File: src/rtl/issue_select.sv
// issue_select: oldest-ready selection from a scheduler window, a single
// registered issue slot with a valid/ready handshake, a free pulse back to the
// dependency matrix, and per-row latency timers that drive the clear broadcast.
// Optional build macro SELECT_PERF_EN adds saturating issue/stall counters.
module issue_select #(
  parameter int NUM_ROWS = 8,
  parameter int LAT_W    = 3
) (
  input  logic                        clk,
  input  logic                        rst,
  input  logic                        alloc_en,
  input  logic [$clog2(NUM_ROWS)-1:0] alloc_row_index,
  input  logic [LAT_W-1:0]            alloc_lat,
  input  logic                        flush,
  input  logic [NUM_ROWS-1:0]         ready_vector,
  output logic                        issue_valid,
  output logic [$clog2(NUM_ROWS)-1:0] issue_row_index,
  input  logic                        issue_ready,
  output logic                        free_en,
  output logic [$clog2(NUM_ROWS)-1:0] free_row_index,
  output logic                        clear_en,
  output logic [NUM_ROWS-1:0]         clear_lines,
  output logic [NUM_ROWS-1:0]         busy_vector
`ifdef SELECT_PERF_EN
  ,
  output logic [15:0]                 issue_cnt,
  output logic [15:0]                 stall_cnt
`endif
);

  localparam int IDX_W = $clog2(NUM_ROWS);

  logic [NUM_ROWS-1:0] valid;
  logic [NUM_ROWS-1:0] issued;
  logic [NUM_ROWS-1:0] timer_active;
  logic [LAT_W-1:0]    lat   [NUM_ROWS];
  logic [LAT_W-1:0]    timer [NUM_ROWS];
  logic [NUM_ROWS-1:0] older [NUM_ROWS];

  logic [NUM_ROWS-1:0] elig;
  logic [NUM_ROWS-1:0] sel_vec;
  logic [IDX_W-1:0]    sel_row;
  logic                blocked;
  logic                load;
  logic                hs;
  logic [NUM_ROWS-1:0] expire;

  logic                vld_p0;
  logic [IDX_W-1:0]    row_p0;
  logic                vld_p1;
  logic [IDX_W-1:0]    row_p1;

`ifdef SELECT_PERF_EN
  function automatic logic [15:0] sat_inc(input logic [15:0] v);
    return (v == 16'hFFFF) ? v : v + 16'd1;
  endfunction
`endif

  assign elig = valid & ready_vector & ~issued;
  assign hs   = vld_p0 & issue_ready;
  assign load = (|elig) & (~vld_p0 | hs);

  // Age-matrix select: a row wins when no other eligible row is older than it.
  always_comb begin
    sel_vec = '0;
    sel_row = '0;
    blocked = 1'b0;
    for (int i = 0; i < NUM_ROWS; i++) begin
      blocked = 1'b0;
      for (int j = 0; j < NUM_ROWS; j++) begin
        if (elig[j] && older[j][i]) blocked = 1'b1;
      end
      sel_vec[i] = elig[i] & ~blocked;
    end
    for (int i = 0; i < NUM_ROWS; i++) begin
      if (sel_vec[i]) sel_row = IDX_W'(i);
    end
  end

  // Timer expiry is the clear broadcast; an idle timer contributes nothing.
  always_comb begin
    expire = '0;
    for (int r = 0; r < NUM_ROWS; r++) begin
      expire[r] = timer_active[r] && (timer[r] == '0);
    end
  end

  assign clear_lines     = expire;
  assign clear_en        = |expire;
  assign busy_vector     = valid | timer_active;
  assign issue_valid     = vld_p0;
  assign issue_row_index = row_p0;
  assign free_en         = vld_p1;
  assign free_row_index  = row_p1;

  // Row lifecycle: allocate sets valid, selection marks issued, handshake retires.
  always_ff @(posedge clk or negedge rst) begin
    if (!rst) begin
      valid  <= '0;
      issued <= '0;
    end else if (flush) begin
      valid  <= '0;
      issued <= '0;
    end else begin
      if (hs)   valid[row_p0]   <= 1'b0;
      if (load) issued[sel_row] <= 1'b1;
      if (alloc_en) begin
        valid[alloc_row_index]  <= 1'b1;
        issued[alloc_row_index] <= 1'b0;
      end
    end
  end

  // Latency field captured at allocation; only read once the row issues.
  always_ff @(posedge clk) begin
    if (alloc_en && !flush) lat[alloc_row_index] <= alloc_lat;
  end

  // Age matrix: the new row is younger than every currently valid row.
  always_ff @(posedge clk or negedge rst) begin
    if (!rst) begin
      for (int i = 0; i < NUM_ROWS; i++) older[i] <= '0;
    end else if (alloc_en && !flush) begin
      for (int j = 0; j < NUM_ROWS; j++) older[j][alloc_row_index] <= valid[j];
      older[alloc_row_index] <= '0;
    end
  end

  // Wakeup timers: count down after the handshake, drop on expiry or flush.
  always_ff @(posedge clk or negedge rst) begin
    if (!rst) begin
      timer_active <= '0;
      for (int r = 0; r < NUM_ROWS; r++) timer[r] <= '0;
    end else begin
      for (int r = 0; r < NUM_ROWS; r++) begin
        if (timer_active[r]) begin
          if (timer[r] == '0) timer_active[r] <= 1'b0;
          else                timer[r]        <= timer[r] - LAT_W'(1);
        end
      end
      if (flush) begin
        timer_active <= '0;
      end else if (hs) begin
        timer[row_p0]        <= lat[row_p0];
        timer_active[row_p0] <= 1'b1;
      end
    end
  end

  // Stage p0: issue slot, refilled on the same edge it drains.
  always_ff @(posedge clk or negedge rst) begin
    if (!rst) begin
      vld_p0 <= 1'b0;
      row_p0 <= '0;
    end else if (flush) begin
      vld_p0 <= 1'b0;
    end else if (load) begin
      vld_p0 <= 1'b1;
      row_p0 <= sel_row;
    end else if (hs) begin
      vld_p0 <= 1'b0;
    end
  end

  // Stage p1: one-cycle free pulse for the row that handshook; flush does not cancel it.
  always_ff @(posedge clk or negedge rst) begin
    if (!rst) begin
      vld_p1 <= 1'b0;
      row_p1 <= '0;
    end else begin
      vld_p1 <= hs;
      if (hs) row_p1 <= row_p0;
    end
  end

`ifdef SELECT_PERF_EN
  // Saturating handshake and stall counters; survive flush.
  always_ff @(posedge clk or negedge rst) begin
    if (!rst) begin
      issue_cnt <= '0;
      stall_cnt <= '0;
    end else begin
      if (hs)                    issue_cnt <= sat_inc(issue_cnt);
      if (vld_p0 && !issue_ready) stall_cnt <= sat_inc(stall_cnt);
    end
  end
`endif

  // Allocating a row that is still valid or awaiting wakeup is illegal.
  a_alloc_not_busy: assert property (@(posedge clk) disable iff (!rst)
    !(alloc_en && !flush && busy_vector[alloc_row_index]));

endmodule
File: config.mk
export PLATFORM = sky130hd
export DESIGN_NAME = issue_select
export DESIGN_NICKNAME = d
export VERILOG_FILES = /design/src/rtl/issue_select.sv
export SDC_FILE = /design/constraint.sdc
export NUM_CORES = 1
export LEC_CHECK = 0
export CAP_MARGIN = 20
export CORE_MARGIN = 3
export CORE_UTILIZATION = 43
export DETAILED_ROUTE_END_ITERATION = 12
export GPL_TIMING_DRIVEN = 0
export SYNTH_ARGS = -nofsm -noshare
export SYNTH_HDL_FRONTEND = slang
export SYNTH_SLANG_ARGS = --single-unit
File: constraint.sdc
create_clock -name clk -period 3.3 [get_ports clk]
set_input_delay 0.66 -clock clk [delete_from_list [all_inputs] [get_ports clk]]
set_output_delay 0.66 -clock clk [all_outputs]
set_load 0.03 [all_outputs]
==> impl_metrics.sql <==
INSERT INTO impl_metrics (metric_group, metric, value, unit) VALUES
('routing', 'route.met3.wl', '1.29', 'mm'),
('synth', 'yosys-top-cells-area', 'sky130_fd_sc_hd__dfrtp_1, sky130_fd_sc_hd__edfxtp_1, sky130_fd_sc_hd__nand2_1', ''),
('setup_path', 'critPathMaxFanout', '2', ''),
('placement', 'io_buffer_count', '42', ''),
('synth', 'top_ff_cell_synth', 'sky130_fd_sc_hd__dfrtp_1', ''),
('synth', 'ys_seq_area_frac', '0.536', ''),
('setup_path', 'worst_setup_path_end_kind', 'output pin', ''),
('routing', 'route.detailed.vias_per_inst', '5.66', ''),
('synth', 'synth.yosys.warnings', '0', ''),
('sta', 'finalHoldViolations', '0', ''),
('sta', 'grt_setup_unrepaired', 'false', ''),
('setup_path', 'worstPathRequired', '2.64', 'ns'),
('synth', 'synth_edf_count', '24', ''),
('sta', 'hold-worst-slack', '0.0938', 'ns'),
('pwr', 'power_density', '648', 'nW/um^2'),
('placement', 'placement.setup.worst_slack', '-0.0454', 'ns'),
('cts', 'cts_tree', 'yes', ''),
('routing', 'route.top_layer_used', 'met4', ''),
('setup_path', 'timing.critical_path.arrival', '2.40', 'ns'),
('cts', 'clock_insertion_delay_worst_skew', '0.42', 'ns'),
('routing', 'detailroute.via_count', '5165', ''),
('cts', 'count_of_instances_resized_after_the_clock_tree_is_built', '0', ''),
('synth', 'synth_common_cells', 'sky130_fd_sc_hd__nand2_1, sky130_fd_sc_hd__dfrtp_1, sky130_fd_sc_hd__a21oi_1', ''),
('synth', 'asyncSetResetFlopFracSynth', '0.824', ''),
('synth', 'postSynthNetCount', '689', ''),
('floorplanning', 'die-area', '16800', 'sq um'),
('cts', 'clock-sinks', '136', ''),
('global_routing', 'grt.overflow.total', '0', ''),
('cts', 'root_buffer', 'sky130_fd_sc_hd__clkbuf_16', ''),
('cts', 'hold_buffers', '0', ''),
('pwr', 'worst_ir_drop_vdd', '337', 'uV'),
('global_routing', 'number_of_global_route_vias_before_repair', '5173', ''),
('global_routing', 'antenna_violations_before_repair', '0', ''),
('placement', 'post-dp-hpwl', '12.6', 'mm'),
('sta', 'finClkSkew', '0.00479', 'ns'),
('layout', 'areaGrowthSynthToFinish', '19.3', '%'),
('global_routing', 'grt_start_max_net_pins', '89', ''),
('layout', 'final-instance-count-excl-fill', '913', ''),
('status', 'outcome', 'completed', ''),
('routing', 'met1_length', '8.44', 'mm'),
('routing', 'ant_nets', '0', ''),
('layout', 'fill_cells', '1334', ''),
('floorplanning', 'die_width', '130', 'microns'),
('layout', 'post_route_cells_drive_above_1_share', '0.0919', ''),
('pwr', 'p_leak', '3.49', 'nW'),
('sta', 'fin_crit_sh', '0.926', ''),
('sta', 'worst_pin_slew', '1.08', 'ns'),
('layout', 'diodes_inserted', '0', ''),
('routing', 'drt_iter0_drc', '459', ''),
('cts', 'post-cts-setup-buffers', '0', ''),
('routing', 'drc_errors', '0', ''),
('placement', 'globalplace.congestion', '0.887', ''),
('cts', 'path_clk_slew', '0.06', 'ns'),
('sta', 'min_clock_period_post_route', '3.06', 'ns'),
('placement', 'instance_count_after_placement_with_tap_cells_included', '881', ''),
('floorplanning', 'placement_rows', '44', ''),
('routing', 'route.final.wire_length', '18.3', 'mm'),
('routing', 'firstDrtPassIters', '5', ''),
('run', 'max_cap_viol_count', '0', ''),
('worst_hold_path', 'min_path_type', 'input port to async pin', ''),
('routing', 'met2_layer_wire_length_in_the_routed_design', '8.26', 'mm'),
('cts', 'cts_buffers', '17', ''),
('sta', 'final.setup.worst_slack', '0.244', 'ns'),
('synth', 'ys_types', '61', ''),
('synth', 'post-synth-top-area-fraction', '0.426', ''),
('cts', 'cts_max_level', '4', ''),
('floorplanning', 'die_height', '130', 'microns'),
('cts', 'cts-root-to-sink-buffers', '2', ''),
('synth', 'synth_largest_area_cell', 'sky130_fd_sc_hd__dfrtp_1', ''),
('floorplanning', 'core-area', '14800', 'sq um'),
('sta', 'max_slew_margin', '0.260', '');
## where the power goes
| group | leakage (nW) | internal, mW | switching, mW |
|---|---|---|---|
| clock network | 0.284 | 1.17 | 0.671 |
| logic | 1.49 | 0.458 | 0.691 |
| registers | 1.72 | 1.93 | 0.160 |
## worst paths after layout
kind                            from         to  slack [ns]  cells after the start
setup / recovery            timer[3]   clear_en        0.24                      7
setup reg to reg            valid[2]  issued[0]        0.53                      9
min in group clk           older[28]  older[28]        0.48                      1
hold reg to reg            older[28]  older[28]        0.48                      1
max in group asynchronous        rst  older[15]        2.47                      2
hold / removal                   rst   timer[1]        0.09                      1
## through the flow
stage	area, sq um	setup TNS [ns]	utilization	total power [mW]
finish	7850	0	0.532	5.08
global route	7850	0	0.532	5.36
CTS	7840	0	0.531	5.12
detailed placement	7260	-0.237	0.492	3.26
global placement	7230	-312.98	0.490	3.21
floorplan	6580	0	-	2.85
## metal layers
| layer | vias to the layer above | track usage |
|---|---|---|
| met1 | 2543 | 0.335 |
| met3 | 23 | 0.0565 |
| met4 | 0 | 0.0678 |
| met2 | 174 | 0.342 |
| li1 | 2425 | - |
| met5 | - | 0 |
## flip-flops by register name (all words and copies together) (netlist names)
register,cells
older,56
lat,24
timer,24
issued,8
timer_active,8
valid,8
free_row_index,3
issue_row_index,3
free_en,1
issue_valid,1
## critical path, cell delays in order (launching register included)
cell and delay (ns):
sky130_fd_sc_hd__dfrtp_1 0.38, sky130_fd_sc_hd__inv_1 0.08, sky130_fd_sc_hd__ha_1 0.16, sky130_fd_sc_hd__inv_1 0.05, sky130_fd_sc_hd__nor3b_1 0.38, sky130_fd_sc_hd__nor4_1 0.16
sky130_fd_sc_hd__nand2_1 0.10, sky130_fd_sc_hd__clkdlybuf4s50_1 0.66
## layout by cell type, fill, tap and decap left out, types with 5 or more instances in the layout
| cell type | n |
|---|---|
| sky130_fd_sc_hd__nand2_1 | 136 |
| sky130_fd_sc_hd__dfrtp_1 | 112 |
| sky130_fd_sc_hd__a21oi_1 | 66 |
| sky130_fd_sc_hd__clkdlybuf4s50_1 | 41 |
| sky130_fd_sc_hd__inv_1 | 38 |
| sky130_fd_sc_hd__o21ai_0 | 29 |
| sky130_fd_sc_hd__clkbuf_1 | 26 |
| sky130_fd_sc_hd__edfxtp_1 | 24 |
| sky130_fd_sc_hd__nor2_1 | 22 |
| sky130_fd_sc_hd__clkbuf_16 | 17 |
| sky130_fd_sc_hd__nor3_1 | 16 |
| sky130_fd_sc_hd__ha_1 | 16 |
| sky130_fd_sc_hd__and4b_1 | 11 |
| sky130_fd_sc_hd__a22oi_1 | 11 |
| sky130_fd_sc_hd__mux2i_1 | 10 |
| sky130_fd_sc_hd__xnor2_1 | 8 |
| sky130_fd_sc_hd__a211oi_1 | 8 |
| sky130_fd_sc_hd__or2_2 | 8 |
| sky130_fd_sc_hd__nor3b_1 | 8 |
| sky130_fd_sc_hd__nand3_1 | 7 |
| sky130_fd_sc_hd__clkbuf_8 | 7 |
| sky130_fd_sc_hd__mux4_2 | 6 |
| sky130_fd_sc_hd__o211ai_1 | 6 |
| sky130_fd_sc_hd__and3b_1 | 6 |
| sky130_fd_sc_hd__and2_1 | 6 |
| sky130_fd_sc_hd__nand4bb_1 | 5 |
| sky130_fd_sc_hd__a2111oi_0 | 5 |
| sky130_fd_sc_hd__nor2b_1 | 5 |
## layout make-up
cell class | instances | area [sq um] | share of cell area
clock buffer | 29 | 541 | 0.0689
inverter | 39 | 146 | 0.0187
buffer | 31 | 146 | 0.0187
timing repair buffer | 44 | 457 | 0.0582
multi-input combinational | 448 | 2770 | 0.353
tap | 184 | 230 | 0.0293
clock inverter | 2 | 35.0 | 0.00447
sequential | 136 | 3520 | 0.449
## cell families (layout without fill, tap and decap cells)
family	count (synthesis)	in the layout	synth area share
XOR/XNOR	8	8	0.0107
adder cells (fa/ha/maj)	16	16	0.0304
AND/OR/NAND/NOR	257	257	0.200
AO/OA/AOI/OAI	149	149	0.140
buffers and inverters	70	145	0.0445
flip-flops	136	136	0.536
multiplexers	18	18	0.0392
(Power assumes the default switching activity.)
